<file path="src/rtl/control_actuadores.sv">
// Alarm actuator control: debounces the 2-bit alert code and drives buzzer/fan through a Moore FSM.
// Accepted code reaches estado DEB_CYC+2 edges after it first appears; no backpressure, inputs sampled every cycle.
module control_actuadores #(
   parameter int DEB_CYC   = 4,
   parameter int BLINK_CYC = 8,
   parameter int HOLD_CYC  = 16
) (
   input  logic       clk,
   input  logic       rst_n,
   input  logic [1:0] Salida,
   input  logic       ack,
   output logic       buzzer,
   output logic       ventilador,
   output logic [1:0] estado
);

   localparam int DEB_W   = $clog2(DEB_CYC) + 1;
   localparam int BLINK_W = $clog2(BLINK_CYC) + 1;
   localparam int HOLD_W  = $clog2(HOLD_CYC) + 1;

   localparam logic [DEB_W-1:0]   DEB_LAST   = DEB_W'(DEB_CYC - 1);
   localparam logic [DEB_W-1:0]   DEB_ONE    = DEB_W'(1);
   localparam logic [BLINK_W-1:0] BLINK_LAST = BLINK_W'(BLINK_CYC - 1);
   localparam logic [BLINK_W-1:0] BLINK_ONE  = BLINK_W'(1);
   localparam logic [HOLD_W-1:0]  HOLD_LAST  = HOLD_W'(HOLD_CYC - 1);
   localparam logic [HOLD_W-1:0]  HOLD_ONE   = HOLD_W'(1);

   typedef enum logic [1:0] {
      REPOSO = 2'b00,
      PRE    = 2'b01,
      ENFRIA = 2'b10,
      ALERTA = 2'b11
   } state_t;

   state_t             state, state_nxt;
   logic [1:0]         code_map;
   logic [1:0]         candidate;
   logic [1:0]         validated;
   logic [DEB_W-1:0]   deb_cnt;
   logic [BLINK_W-1:0] blink_cnt;
   logic [HOLD_W-1:0]  hold_cnt;
   logic               silencio;
   logic               blink;
   logic               code_danger;
   logic               code_warn;
   logic               code_clear;

   // The unused 10 code is folded onto the dangerous code so a bad source fails safe.
   assign code_map = (Salida == 2'b10) ? 2'b11 : Salida;

   always_ff @(posedge clk) begin
      if (!rst_n) begin
         candidate <= 2'b00;
         validated <= 2'b00;
         deb_cnt   <= '0;
      end else if (code_map != candidate) begin
         candidate <= code_map;
         deb_cnt   <= '0;
      end else if (deb_cnt == DEB_LAST) begin
         validated <= candidate;
      end else begin
         deb_cnt <= deb_cnt + DEB_ONE;
      end
   end

   assign code_danger = validated[1];
   assign code_warn   = (validated == 2'b01);
   assign code_clear  = (validated == 2'b00);

   always_ff @(posedge clk) begin
      if (!rst_n) begin
         state <= REPOSO;
      end else begin
         state <= state_nxt;
      end
   end

   always_comb begin
      state_nxt = state;
      case (state)
         REPOSO: begin
            if (code_danger)    state_nxt = ALERTA;
            else if (code_warn) state_nxt = PRE;
         end
         PRE: begin
            if (code_danger)     state_nxt = ALERTA;
            else if (code_clear) state_nxt = REPOSO;
         end
         ALERTA: begin
            if (code_warn)       state_nxt = PRE;
            else if (code_clear) state_nxt = ENFRIA;
         end
         ENFRIA: begin
            // A returning alert preempts the run-on timeout.
            if (code_danger)                 state_nxt = ALERTA;
            else if (code_warn)              state_nxt = PRE;
            else if (hold_cnt == HOLD_LAST)  state_nxt = REPOSO;
         end
         default: state_nxt = REPOSO;
      endcase
   end

   always_ff @(posedge clk) begin
      if (!rst_n) begin
         silencio  <= 1'b0;
         blink     <= 1'b0;
         blink_cnt <= '0;
         hold_cnt  <= '0;
      end else if (state_nxt != state) begin
         silencio  <= 1'b0;
         blink     <= (state_nxt == PRE);
         blink_cnt <= '0;
         hold_cnt  <= '0;
      end else begin
         if (ack && (state == PRE || state == ALERTA)) begin
            silencio <= 1'b1;
         end
         if (state == PRE) begin
            if (blink_cnt == BLINK_LAST) begin
               blink     <= ~blink;
               blink_cnt <= '0;
            end else begin
               blink_cnt <= blink_cnt + BLINK_ONE;
            end
         end
         if (state == ENFRIA && hold_cnt != HOLD_LAST) begin
            hold_cnt <= hold_cnt + HOLD_ONE;
         end
      end
   end

   assign ventilador = (state == ALERTA) || (state == ENFRIA);
   assign buzzer     = !silencio && ((state == ALERTA) || (state == PRE && blink));
   assign estado     = state;

endmodule

</file>
<file path="config.mk">
export PLATFORM = sky130hd
export DESIGN_NAME = control_actuadores
export DESIGN_NICKNAME = d
export VERILOG_FILES = /design/src/rtl/control_actuadores.sv
export SDC_FILE = /design/constraint.sdc
export NUM_CORES = 1
export LEC_CHECK = 0
export ABC_AREA = 1
export CAP_MARGIN = 20
export CORE_UTILIZATION = 40
export DETAILED_ROUTE_END_ITERATION = 16
export SLEW_MARGIN = 25
export SYNTH_ARGS = -nofsm -noshare
export SYNTH_HDL_FRONTEND = slang
export SYNTH_SLANG_ARGS = --single-unit
</file>
<file path="constraint.sdc">
create_clock -name clk -period 2.05 [get_ports clk]
set_input_delay 0.41 -clock clk [delete_from_list [all_inputs] [get_ports clk]]
set_output_delay 0.41 -clock clk [all_outputs]
set_load 0.02 [all_outputs]
</file>
==> flow_summary.yaml, run 1 <==
route:
  drtAntennaViolNets: 0
  route.vias.total: 801
  drt_pass1_iterations: 4
  avgViaCountPerCell: 4.74
  wire_per_inst_um: 9.98
  postRouteWirelength_um: 1690
  drc: 0
  drt_iter0_drc: 13
clocking:
  htreeDepth: 1
  clock_sinks: 20
  clock_path_buffers: 2
  cts_root_buffer: "clkbuf_4"
  tritoncts: "yes"
  clock_latency_ps: 300
  clk_pin_slew_worst_paths_ps: 110
  numCtsBuffers: 3
grt:
  grt_remaining_overflow: 0
  grt_pass1_vias: 733
  grt_pass1_wl_um: 3110
  grt_start_max_net_pins: 12
  antenna_found_initial: 0
  grtUsageTotal_pct: 15.9
floorplanning:
  fp.dieH_um: 51.6
  pin_count: 9
  fp.coreArea_mm2: 0.00228
  die_x_um: 51.6
  dieArea_mm2: 0.00266
  num_rows: 17
  initial_core_util_pct: 43.3
yosys:
  synthXorXnorAreaFrac_pct: 6.23
  yosysWarnings: 0
  synth-compound-area-share_pct: 6.73
  synthesis.nets: 140
  yosys.area_share.simple_pct: 29.1
  syn_area_um2: 985
  synth_mux_area_share_pct: 1.02
  seq_area_frac_synth_pct: 40.7
  synth.distinct_cells: 23
  synth_area_per_cell_um2: 7.57
  synthCells: 130
  synth_seq_cells: 20
  synthAdderAreaFrac_pct: 6.35
  synth_top_family_by_area: "simple AND/OR/NAND/NOR gates"
placement:
  placed_area_mm2: 0.00110
  routabilityCongestion: 0.702
  dpl.hpwl_um: 1280
  portBuffers: 8
run_status:
  outcome: "completed"
cells_and_area:
  final_cell_mix: "nand2_1 (20), nor2_1 (20), dfxtp_1 (20)"
  nNetsFinal: 152
  multiInputGateArea_um2: 487
  antenna_cells: 0
  area_delta_synth_final_pct: 15.2
  postLayoutCellArea_mm2: 0.00113
  regArea_um2: 400
  n_fill_cell: 218
  drive_gt1_share_pct: 11.3
hold_path:
  whs_path_depth: 2
  min_path_type: "reg -> reg"
power_and_ir_drop:
  power_uw: 654
  cellPowerDensity_mw_per_mm2: 576
  irDropWorstVdd_mv: 0.424
  p_leak_uw: 0.000487
sta:
  drv_slew: 0
  setup_violations: 0
  slew_headroom_pct: 80.4
  setup_tns_ps: 0
  period_minus_slack_ps: 1820
  hold_viol_final: 0
  fin_crit_sh_pct: 88.8
  rsz0062_at_grt: "no"
  fin_skew_ps: 4.57
  max_freq_mhz: 549
  tightest_slew_ps: 291
setup_path:
  crit_path_end_kind: "primary output"
  cp.arrival_ps: 1410
  cp_max_fo: 6
  critical_path_class: "reg -> out"
  startpoint_type: "register"
  required_ps: 1640
  worstRegToRegCells: 11
flow_run:
  drv_cap: 0
-- path summary, 6_finish.rpt --
kind | start | to | slack [ps]
worst min-delay path | hold_cnt[4] | hold_cnt[4] | 470
worst max-delay path | estado[0] | estado[0] | 230
worst min register to register | hold_cnt[4] | hold_cnt[4] | 470
worst max register to register | hold_cnt[0] | blink | 350
-- where the power goes --
part | switching [uW] | internal [uW] | leakage [uW] | total [uW]
Sequential | 2.53 | 393 | 0.000162 | 395
Clock | 118 | 108 | 0.0000210 | 226
Combinational | 18.3 | 14.2 | 0.000304 | 32.4
Total | 139 | 515 | 0.000487 | 654
-- cell type report --
| cell class | count | area share (%) |
|---|---|---|
| multi-input cells | 86 | 42.9 |
| inverters | 21 | 6.95 |
| well taps | 28 | 3.09 |
| clock buffers | 4 | 3.20 |
| repair buffers | 10 | 8.60 |
| flip-flops and latches | 20 | 35.3 |
-- logic make-up (layout without fill, tap and decap cells) --
kind of cell,after synthesis,in the layout
compound gates,12,12
flops,20,20
fa+ha+maj,5,5
simple gates,61,61
mux,1,1
buf+inv,24,35
xor+xnor,7,7
-- registers in the layout, indices dropped and copies added, names as in the netlist --
signal,count
hold_cnt,5
blink_cnt,4
deb_cnt,3
candidate,2
estado,2
validated,2
blink,1
silencio,1
-- synthesized netlist by cell type, drive strengths merged --
cell / number / area share, %
nand4: 2 / 1.3
ha: 5 / 6.4
a21oi: 8 / 4.1
clkbuf: 2 / 0.76
nor3: 5 / 4.1
a211oi: 1 / 0.76
or2: 2 / 1.3
o21ai: 3 / 1.9
nand3b: 2 / 1.5
nor2: 21 / 8.3
nand3: 9 / 5.1
dfxtp: 20 / 41
inv: 21 / 8.0
mux2i: 1 / 1.0
nand2: 20 / 7.6
buf: 1 / 1.1
xnor2: 2 / 1.8
xor2: 5 / 4.4
-- through the flow --
step	utilization, %	hold slack [ps]	std cells	worst slack, ps
3_3_place_gp	48.2	449	165	393
3_5_place_dp	48.2	459	165	320
2_1_floorplan	-	440	130	460
4_1_cts	49.8	475	169	29.4
6_report	49.9	468	169	229
5_1_grt	49.9	503	169	147
-- timing repair --
item / in CTS / in global routing
setup endpoints to repair: 0 / 1
hold endpoints to repair: 0 / 0
hold buffers: 0 / 0
setup buffers: 0 / 0
gates resized for setup: 0 / 1
-- routing by layer --
| metal | track usage [%] | vias to the layer above | share of wire, % |
|---|---|---|---|
| met4 | 6.76 | 0 | 0.95 |
| met1 | 20.4 | 360 | 53 |
| li1 | - | 432 | - |
| met2 | 24.2 | 7 | 43 |
| met3 | 5.26 | 2 | 2.1 |
| met5 | 0 | - | 0 |
-- critical path, stage by stage, from the launching register on --
cell	delay, ps
dfxtp_1	360
buf_4	150
clkdlybuf4s50_1	600
No activity file was read; power rests on OpenSTA's default activity.
==> run 2, diff against run 1 <==
Settings changed: CAP_MARGIN 20 to default, HOLD_SLACK_MARGIN from default to 0.06.
==> results of run 2 <==
No change in the layout: final DEF, timing and power equal those of run 1.
==> patch: new RTL, flow settings as in run 1 <==
Put a register stage on the output `buzzer`, with the module's reset. The value now appears one clock later. The other outputs are not delayed to match.
--- a/src/rtl/control_actuadores.sv
+++ b/src/rtl/control_actuadores.sv
@@ -130,7 +130,13 @@
    end
 
    assign ventilador = (state == ALERTA) || (state == ENFRIA);
-   assign buzzer     = !silencio && ((state == ALERTA) || (state == PRE && blink));
+   always_ff @(posedge clk) begin
+      if (!rst_n) begin
+         buzzer <= '0;
+      end else begin
+         buzzer <= !silencio && ((state == ALERTA) || (state == PRE && blink));
+      end
+   end
    assign estado     = state;
 
 endmodule
Formal check against the unedited RTL: not equivalent (Yosys sat finds a counterexample within 10 cycles, from zero or initial values and one cycle with rst_n low).
==> patch against run 1 <==
Area after synthesis is 7.4% higher; global-route usage is 0.095 points lower; wire length is 4.1% higher; non-clock buffer count is 1 lower; sequential cell count is 1 higher; power is 1.1% higher; setup slack worse by 0.056 ns; design area is 5.2% higher.
==> patch: results (changes against run 1) <==
{
  "outcome": {"value": "complete, no violations", "change": "unchanged"},
  "worst_slew_margin": {"value": 75.4, "unit": "%", "change": "was 80.4%"},
  "critPathArrivalTime": {"value": 1.47, "unit": "ns", "change": "was 1.41 ns"},
  "switching_share": {"value": 24.0, "unit": "%", "change": "was 21.2%"},
  "crit_path_max_fanout": {"value": 7, "change": "was 6"},
  "clkSlewWorstSetupHoldPaths": {"value": 0.13, "unit": "ns", "change": "was 0.11 ns"},
  "hp-start": {"value": "silencio$_SDFFE_PP0P_", "change": "was hold_cnt[4]$_SDFFE_PP0P_"},
  "met3WireLength": {"value": 59, "unit": "um", "change": "was 36 um"},
  "synth_area_leaders": {"value": "dfxtp_1 (40%), nand2_1 (6.7%), nor2_2 (6.5%)", "change": "was dfxtp_1 (41%), nand2_1 (7.6%), nor2_1 (7.6%)"},
  "total_leakage_power": {"value": 0.491, "unit": "nW", "change": "was 0.487 nW"},
  "holdWs": {"value": 0.438, "unit": "ns", "change": "was 0.468 ns"},
  "muxShareOfSynthArea": {"value": 0.947, "unit": "%", "change": "was 1.02%"},
  "timing.hold.worst_path_depth": {"value": 1, "change": "was 2"},
  "detailedPlacementHpwl": {"value": 1.39, "unit": "mm", "change": "was 1.28 mm"},
  "first_global_vias": {"value": 708, "change": "was 733"},
  "critical_path.reg2reg.endpoint": {"value": "blink_cnt[1]$_SDFFE_PP0P_", "change": "was blink$_SDFFE_PN0P_"},
  "clock_skew": {"value": 0.00760, "unit": "ns", "change": "was 0.00457 ns"},
  "viasPerCell": {"value": 4.73, "change": "was 4.74"},
  "nNetsFinal": {"value": 153, "change": "was 152"},
  "reg2reg_depth": {"value": 9, "change": "was 11"},
  "wire_length_of_the_first_global_routing_pass": {"value": 3.08, "unit": "mm", "change": "was 3.11 mm"},
  "placedCellCount": {"value": 168, "change": "was 165"},
  "synthXorXnorAreaFrac": {"value": 5.80, "unit": "%", "change": "was 6.23%"},
  "routed_wl": {"value": 1.76, "unit": "mm", "change": "was 1.69 mm"},
  "total_via_count_after_detailed_routing": {"value": 813, "change": "was 801"},
  "net_count_synth": {"value": 142, "change": "was 140"},
  "dpl_cell_area": {"value": 0.00116, "unit": "mm2", "change": "was 0.00110 mm2"},
  "drtIter0Drc": {"value": 11, "change": "was 13"},
  "layout_cells_sized_above_1": {"value": 23.2, "unit": "%", "change": "was 11.3%"}
}
-- patch: cell types whose count changed after synthesis, moves of 3 or more --
cell     change
a21oi_1      -4
a21oi_2      +3
inv_1        -3
nand2_2      +4
nor2_1       -8
nor2_2      +10
nor3_2       -3
-- patch: power groups by stage --
stage | sequential [W] | clock, W | combinational, W
2_1_floorplan | 0.000424 | 0 | 0.0000229
3_3_place_gp | 0.000424 | 0 | 0.0000356
3_5_place_dp | 0.000424 | 0 | 0.0000367
4_1_cts | 0.000415 | 0.000221 | 0.0000369
5_1_grt | 0.000416 | 0.000238 | 0.0000410
6_report | 0.000415 | 0.000210 | 0.0000364
-- patch: cell type report --
type	count	area (um2)
clock inverters	1	7.51
inverters	20	75.1
clock buffers	3	22.5
fillers	268	1280
multi-input cells	88	543
repair buffers	9	87.6
flip-flops and latches	21	420
well taps	30	37.5
